## config.mk

```make
export PLATFORM = sky130hd
export DESIGN_NAME = mult_div_unit
export DESIGN_NICKNAME = d
export VERILOG_FILES = /design/src/rtl/cpu_pkg.sv /design/src/rtl/md_sign_fix.sv /design/src/rtl/mult_div_unit.sv
export SDC_FILE = /design/constraint.sdc
export NUM_CORES = 1
export LEC_CHECK = 0
export CAP_MARGIN = 20
export CORE_MARGIN = 4
export CORE_UTILIZATION = 56
export DETAILED_ROUTE_END_ITERATION = 10
export PLACE_DENSITY = 0.83
export SYNTH_ARGS = -nofsm -noshare
export SYNTH_HDL_FRONTEND = slang
export SYNTH_HIERARCHICAL = 1
export SYNTH_SLANG_ARGS = --single-unit
export TNS_END_PERCENT = 100
```

## constraint.sdc

```tcl
create_clock -name clk -period 4.3 [get_ports clk]
set_clock_uncertainty 0.2 [all_clocks]
set_input_delay 0.86 -clock clk [delete_from_list [all_inputs] [get_ports clk]]
set_output_delay 0.86 -clock clk [all_outputs]
set_load 0.05 [all_outputs]
```

## src/rtl/cpu_pkg.sv

```systemverilog
// Shared encodings for the core's execute-stage blocks.
// Covers multiply/divide opcodes and the mult/div sequencer states.
package cpu_pkg;

    typedef enum logic [1:0] {
        MD_MULT  = 2'b00,
        MD_MULTU = 2'b01,
        MD_DIV   = 2'b10,
        MD_DIVU  = 2'b11
    } md_op_e;

    typedef enum logic [1:0] {
        MD_IDLE = 2'b00,
        MD_CALC = 2'b01,
        MD_FIX  = 2'b10
    } md_state_e;

    // Bit 1 selects divide; bit 0 clear means a signed operation.
    function automatic logic md_is_div(input logic [1:0] op);
        return op[1];
    endfunction

    function automatic logic md_is_signed(input logic [1:0] op);
        return !op[0];
    endfunction

endpackage

```

## src/rtl/md_sign_fix.sv

```systemverilog
// Final sign correction of the unsigned multiply/divide results into hi/lo.
// A zero divisor forces lo to all ones; the remainder then equals the dividend.
module md_sign_fix #(
    parameter int DATA_W = 32
) (
    input  logic                  is_div,
    input  logic                  sign_a,
    input  logic                  sign_b,
    input  logic                  div_zero,
    input  logic [2*DATA_W-1:0]   product,
    input  logic [DATA_W-1:0]     quotient,
    input  logic [DATA_W-1:0]     remainder,
    output logic [DATA_W-1:0]     hi,
    output logic [DATA_W-1:0]     lo
);

    logic [2*DATA_W-1:0] prod_fix;
    logic [DATA_W-1:0]   quot_fix;
    logic [DATA_W-1:0]   rem_fix;

    // Remainder follows the dividend sign, so truncating division falls out.
    always_comb begin
        prod_fix = (sign_a ^ sign_b) ? -product : product;
        quot_fix = (sign_a ^ sign_b) ? -quotient : quotient;
        rem_fix  = sign_a ? -remainder : remainder;
        if (is_div) begin
            hi = rem_fix;
            lo = div_zero ? '1 : quot_fix;
        end else begin
            hi = prod_fix[2*DATA_W-1:DATA_W];
            lo = prod_fix[DATA_W-1:0];
        end
    end

endmodule

```

## src/rtl/mult_div_unit.sv

```systemverilog
// Iterative radix-2 multiply/divide unit producing the HI/LO pair.
// One shift-add or restoring shift-subtract step per enabled cycle, then a sign-fix cycle.
module mult_div_unit
    import cpu_pkg::*;
#(
    parameter  int DATA_W = 32,
    localparam int CNT_W  = $clog2(DATA_W)
) (
    input  logic              clk,
    input  logic              arst_n,
    input  logic              enable,
    input  logic              start,
    input  logic [1:0]        op,
    input  logic [DATA_W-1:0] operand_a,
    input  logic [DATA_W-1:0] operand_b,
    input  logic              flush,
    output logic              busy,
    output logic              done,
    output logic [DATA_W-1:0] hi,
    output logic [DATA_W-1:0] lo,
    output logic              div_by_zero
);

    md_state_e            state, state_next;
    md_op_e               op_reg;
    logic                 sign_a_reg, sign_b_reg, div_zero_reg;
    logic [CNT_W-1:0]     cnt;
    logic [DATA_W-1:0]    opnd_reg;
    logic [2*DATA_W-1:0]  acc;
    logic [DATA_W:0]      rem;

    logic                 accept, last_iter, in_signed, in_div;
    logic [DATA_W-1:0]    mag_a, mag_b;
    logic [DATA_W:0]      mul_sum;
    logic [DATA_W+1:0]    div_shift, div_diff;
    logic [DATA_W-1:0]    fix_hi, fix_lo;

    assign busy      = (state != MD_IDLE);
    assign accept    = (state == MD_IDLE) && start && !flush;
    assign last_iter = (cnt == CNT_W'(DATA_W - 1));
    assign in_signed = md_is_signed(op);
    assign in_div    = md_is_div(op);
    assign mag_a     = (in_signed && operand_a[DATA_W-1]) ? -operand_a : operand_a;
    assign mag_b     = (in_signed && operand_b[DATA_W-1]) ? -operand_b : operand_b;

    // opnd_reg holds the multiplicand or the divisor; acc low half holds multiplier or quotient.
    assign mul_sum   = {1'b0, acc[2*DATA_W-1:DATA_W]} + (acc[0] ? {1'b0, opnd_reg} : '0);
    assign div_shift = {rem, acc[DATA_W-1]};
    assign div_diff  = div_shift - {2'b00, opnd_reg};

    always_ff @(posedge clk) begin
        if (!arst_n)
            state <= MD_IDLE;
        else if (enable)
            state <= state_next;
    end

    always_comb begin
        state_next = state;
        case (state)
            MD_IDLE: if (accept) state_next = MD_CALC;
            MD_CALC: begin
                if (flush)
                    state_next = MD_IDLE;
                else if (last_iter)
                    state_next = MD_FIX;
            end
            MD_FIX:  state_next = MD_IDLE;
            default: state_next = MD_IDLE;
        endcase
    end

    // A flushed CALC/FIX cycle leaves every register as it was; the state register returns to IDLE.
    always_ff @(posedge clk) begin
        if (!arst_n) begin
            op_reg       <= MD_MULT;
            sign_a_reg   <= 1'b0;
            sign_b_reg   <= 1'b0;
            div_zero_reg <= 1'b0;
            cnt          <= '0;
            opnd_reg     <= '0;
            acc          <= '0;
            rem          <= '0;
            done         <= 1'b0;
            hi           <= '0;
            lo           <= '0;
            div_by_zero  <= 1'b0;
        end else if (!enable) begin
            done <= 1'b0;
        end else begin
            done <= 1'b0;
            case (state)
                MD_IDLE: begin
                    if (accept) begin
                        op_reg       <= md_op_e'(op);
                        sign_a_reg   <= in_signed && operand_a[DATA_W-1];
                        sign_b_reg   <= in_signed && operand_b[DATA_W-1];
                        div_zero_reg <= in_div && (operand_b == '0);
                        opnd_reg     <= in_div ? mag_b : mag_a;
                        acc          <= {{DATA_W{1'b0}}, (in_div ? mag_a : mag_b)};
                        rem          <= '0;
                        cnt          <= '0;
                        div_by_zero  <= 1'b0;
                    end
                end
                MD_CALC: begin
                    if (!flush) begin
                        cnt <= cnt + 1'b1;
                        if (md_is_div(op_reg)) begin
                            acc <= {acc[2*DATA_W-1:DATA_W], acc[DATA_W-2:0], ~div_diff[DATA_W+1]};
                            rem <= div_diff[DATA_W+1] ? div_shift[DATA_W:0] : div_diff[DATA_W:0];
                        end else begin
                            acc <= {mul_sum, acc[DATA_W-1:1]};
                        end
                    end
                end
                MD_FIX: begin
                    if (!flush) begin
                        hi          <= fix_hi;
                        lo          <= fix_lo;
                        div_by_zero <= div_zero_reg;
                        done        <= 1'b1;
                    end
                end
                default: ;
            endcase
        end
    end

    md_sign_fix #(.DATA_W(DATA_W)) u_sign_fix (
        .is_div    (md_is_div(op_reg)),
        .sign_a    (sign_a_reg),
        .sign_b    (sign_b_reg),
        .div_zero  (div_zero_reg),
        .product   (acc),
        .quotient  (acc[DATA_W-1:0]),
        .remainder (rem[DATA_W-1:0]),
        .hi        (fix_hi),
        .lo        (fix_lo)
    );

endmodule

```

==> Implementation_results.wiki, run 1 <==
{| class="wikitable"
! Metric !! Value
|-
| Run status || finished clean
|-
| Die Footprint || 33700 µm²
|-
| Dominant register cell in the synthesized netlist || sky130_fd_sc_hd__dfxtp_1
|-
| Maximum number of pins on one net before global-route repair || 98
|-
| Count of buffers from port buffering || 137
|-
| Critical path data arrival time || 4040 ps
|-
| DR vias/cell || 6.53
|-
| Clock tree buffer depth || 3
|-
| Nature of the critical path endpoint || flop
|-
| Relative slew slack || 27.5%
|-
| Final-report hold violation count || 0
|-
| EDFF count, synth || 0
|-
| Resize count post-CTS || 0
|-
| Reported leakage power || 7.71 nW
|-
| Portion of the clock cycle consumed by the worst path in the final layout || 89.3%
|-
| Maximum achievable frequency || 261 MHz
|-
| Most frequent standard cell in the layout excluding fill and tap cells || sky130_fd_sc_hd__nand2_1
|-
| Areal power density over the cells || 276 nW/µm²
|-
| Via count || 18.3k
|-
| Leading cell types in the layout, fill and taps excluded || sky130_fd_sc_hd__nand2_1 (319), sky130_fd_sc_hd__dfxtp_1 (205), sky130_fd_sc_hd__o21ai_0 (162), sky130_fd_sc_hd__a21oi_1 (158), sky130_fd_sc_hd__nor2_1 (145)
|-
| Delay contributed by the slowest stage of the critical path || 490 ps
|-
| Hold slack final || 261 ps
|-
| Final weighted congestion of routability-driven global placement || 0.995
|-
| Worst min-delay path class || flop to flop
|-
| Worst setup SP type || flop
|-
| Number of flip-flops in the largest register || 64
|-
| Number of antenna-violating nets in the routed design || 0
|-
| Number of antenna violations at the first check in global routing || 0
|-
| Area inside the core boundary || 30500 µm²
|-
| Mean instance size in the synthesized netlist || 7.49 µm²
|-
| Clock sink count || 206
|-
| Largest registers ranked by flip-flop count || acc x64, rem x33
|-
| Fill cell instance count of the final layout || 2672
|-
| Clock tree from TritonCTS || done
|-
| Clock edge transition at the registers on the reported setup and hold paths || 70 ps
|-
| Global-route wire length before repair || 91600 µm
|-
| Minimum setup slack among reg-to-reg paths || 460 ps
|-
| Critical-path cell with the highest stage delay || sky130_fd_sc_hd__nor3_1
|-
| Async S/R FF share, synth || 0%
|-
| Post-CTS setup buffer count || 0
|-
| Total Nets Final || 2534
|-
| Cells on Worst Hold Path || 2
|-
| Summed negative setup slack over all endpoints || 0 ps
|-
| Number of I/O pins || 138
|-
| Post-synthesis to final-layout area growth || 15.1%
|-
| Utilization of the core after routing || 65.1%
|-
| FF+latch count, synth || 206
|-
| Number of global-route vias before repair || 16.6k
|-
| Fin. max-slew vios || 0
|-
| Total Power || 5.48 mW
|-
| Most numerous cell on the critical path || sky130_fd_sc_hd__a31oi_1
|-
| Cell area after technology mapping || 17300 µm²
|-
| Number of instances in the synthesized netlist || 2304
|-
| Overall die height || 184 µm
|-
| Total Routing Usage GR || 33.0%
|-
| Shortest clock period the worst path allows after layout || 3840 ps
|-
| Worst vdd rail ir drop || 0.284 mV
|-
| Later-pin clock latency in the skew report || 550 ps
|-
| Final Cell Area || 19900 µm²
|-
| Detailed router's first-iteration violation count || 2443
|-
| Placement-stage cell area || 19000 µm²
|-
| Max-cap violations || 0
|-
| Maximum level of the CTS H-tree || 1
|-
| Detailed placer's ending HPWL || 43700 µm
|-
| Global-route congestion overflow total || 0
|-
| Hold buffers post-CTS || 0
|-
| Row cnt || 64
|-
| Number of failing setup endpoints in the final timing report || 0
|-
| DRC || 0
|-
| Post-synthesis sequential area ratio || 23.9%
|-
| Critical path cell sequence || buf_4, and2_1, ha_1, and4_1, nand2_1, nor3_1, o21ai_0, a31oi_1, a31oi_1, o21bai_1, xnor2_1, o21ai_1
|-
| Number of clock buffers inserted by TritonCTS || 25
|-
| Unrepaired setup endpoints after global routing || no
|-
| CTS root buf || sky130_fd_sc_hd__clkbuf_16
|-
| Final WL || 58400 µm
|-
| Crit path kind || flop to flop
|-
| Initial Util || 56.6%
|-
| Number of distinct standard cells referenced by the synthesized netlist || 91
|-
| Wirelength per Cell || 20.8 µm
|-
| CP Max Fanout || 34
|-
| Die W || 184 µm
|-
| Transition at the pin with the smallest max-transition slack || 1080 ps
|-
| YS warnings || 6
|-
| First-pass iteration count of the detailed router || 8
|-
| Share of final-layout standard cells stronger than drive strength 1 || 6.52%
|-
| Required @ worst endpoint || 4500 ps
|-
| Worst r2r path cells || 12
|-
| Most flop-heavy register || acc
|-
| Post-Synthesis Net Count || 2448
|}
==> cell usage after synthesis (all sizes together), types with 67 or more instances <==
library cell | n | share of area [%]
a21boi | 77 | 3.3
a21oi | 158 | 4.6
clkbuf | 114 | 2.5
dfxtp | 206 | 24
ha | 71 | 5.1
inv | 77 | 1.7
mux2i | 67 | 3.9
nand2 | 320 | 7.0
nor2 | 146 | 3.2
o21ai | 184 | 5.3
xnor2 | 122 | 6.2
xor2 | 104 | 5.3
==> critical path, delay by kind of cell (launching register included) <==
family                   cells  cell delay (ps)
AO/OA/AOI/OAI                5             1170
AND/OR/NAND/NOR              4             1030
flip-flops                   1              470
buffers and inverters        1              440
adder cells (fa/ha/maj)      1              220
XOR/XNOR                     1              150
==> report_power, final <==
group | internal [mW] | switching (mW)
clock | 1.26 | 0.888
combinational | 0.516 | 0.789
sequential | 1.94 | 0.0823
total | 3.72 | 1.76
==> stage by stage <==
step                std cells  setup WS (ps)
floorplan                2304            988
global placement         2759            455
detailed placement       2759            336
CTS                      2804            675
global route             2804            298
finish                   2805            462
==> final timing paths <==
| check | startpoint | to |
|---|---|---|
| min reg2reg | hi[12]$_SDFFE_PN0P_ | hi[12]$_SDFFE_PN0P_ |
| max | acc[0]$_SDFFE_PN0P_ | acc[60]$_SDFFE_PN0P_ |
| min | hi[12]$_SDFFE_PN0P_ | hi[12]$_SDFFE_PN0P_ |
| max reg2reg | acc[0]$_SDFFE_PN0P_ | acc[60]$_SDFFE_PN0P_ |
==> logic make-up after synthesis <==
family / Yosys count / share of synthesized area (%)
muxes: 81 / 4.80
adders and majority gates: 73 / 5.38
and+or+nand+nor: 805 / 22.8
xor gates and xnor gates: 226 / 11.5
AOI/OAI and AO/OA: 705 / 26.8
DFF: 206 / 23.9
buffers and inverters: 208 / 4.73
==> per-layer routing <==
layer / part of all wire [%] / track usage (%) / up-vias
met5: 0 / 0 / -
met4: 4.0 / 11.4 / 0
met3: 10 / 5.38 / 183
met2: 44 / 52.0 / 1054
met1: 42 / 45.9 / 8596
li1: - / - / 8479
==> final cells by class <==
class / instances / area [µm²] / share of cell area [%]
diodes: 1 / 2.50 / 0.0126
clock buffers: 33 / 696 / 3.50
clock inverters: 12 / 128 / 0.642
inverters: 78 / 293 / 1.47
multi-input cells: 1890 / 12400 / 62.2
flip-flops and latches: 206 / 4130 / 20.8
well taps: 396 / 495 / 2.49
repair buffers: 189 / 1770 / 8.89
(Power assumes the default switching activity.)
==> inputs of run 2 (changes only) <==
--- a/config.mk
+++ b/config.mk
@@ -8,6 +8,7 @@
 export CAP_MARGIN = 20
 export CORE_MARGIN = 4
 export CORE_UTILIZATION = 56
+export CTS_CLUSTER_SIZE = 24
 export DETAILED_ROUTE_END_ITERATION = 10
 export PLACE_DENSITY = 0.83
 export SYNTH_ARGS = -nofsm -noshare
==> results of run 2 <==
Final layout, timing and power as in run 1 (identical DEF).
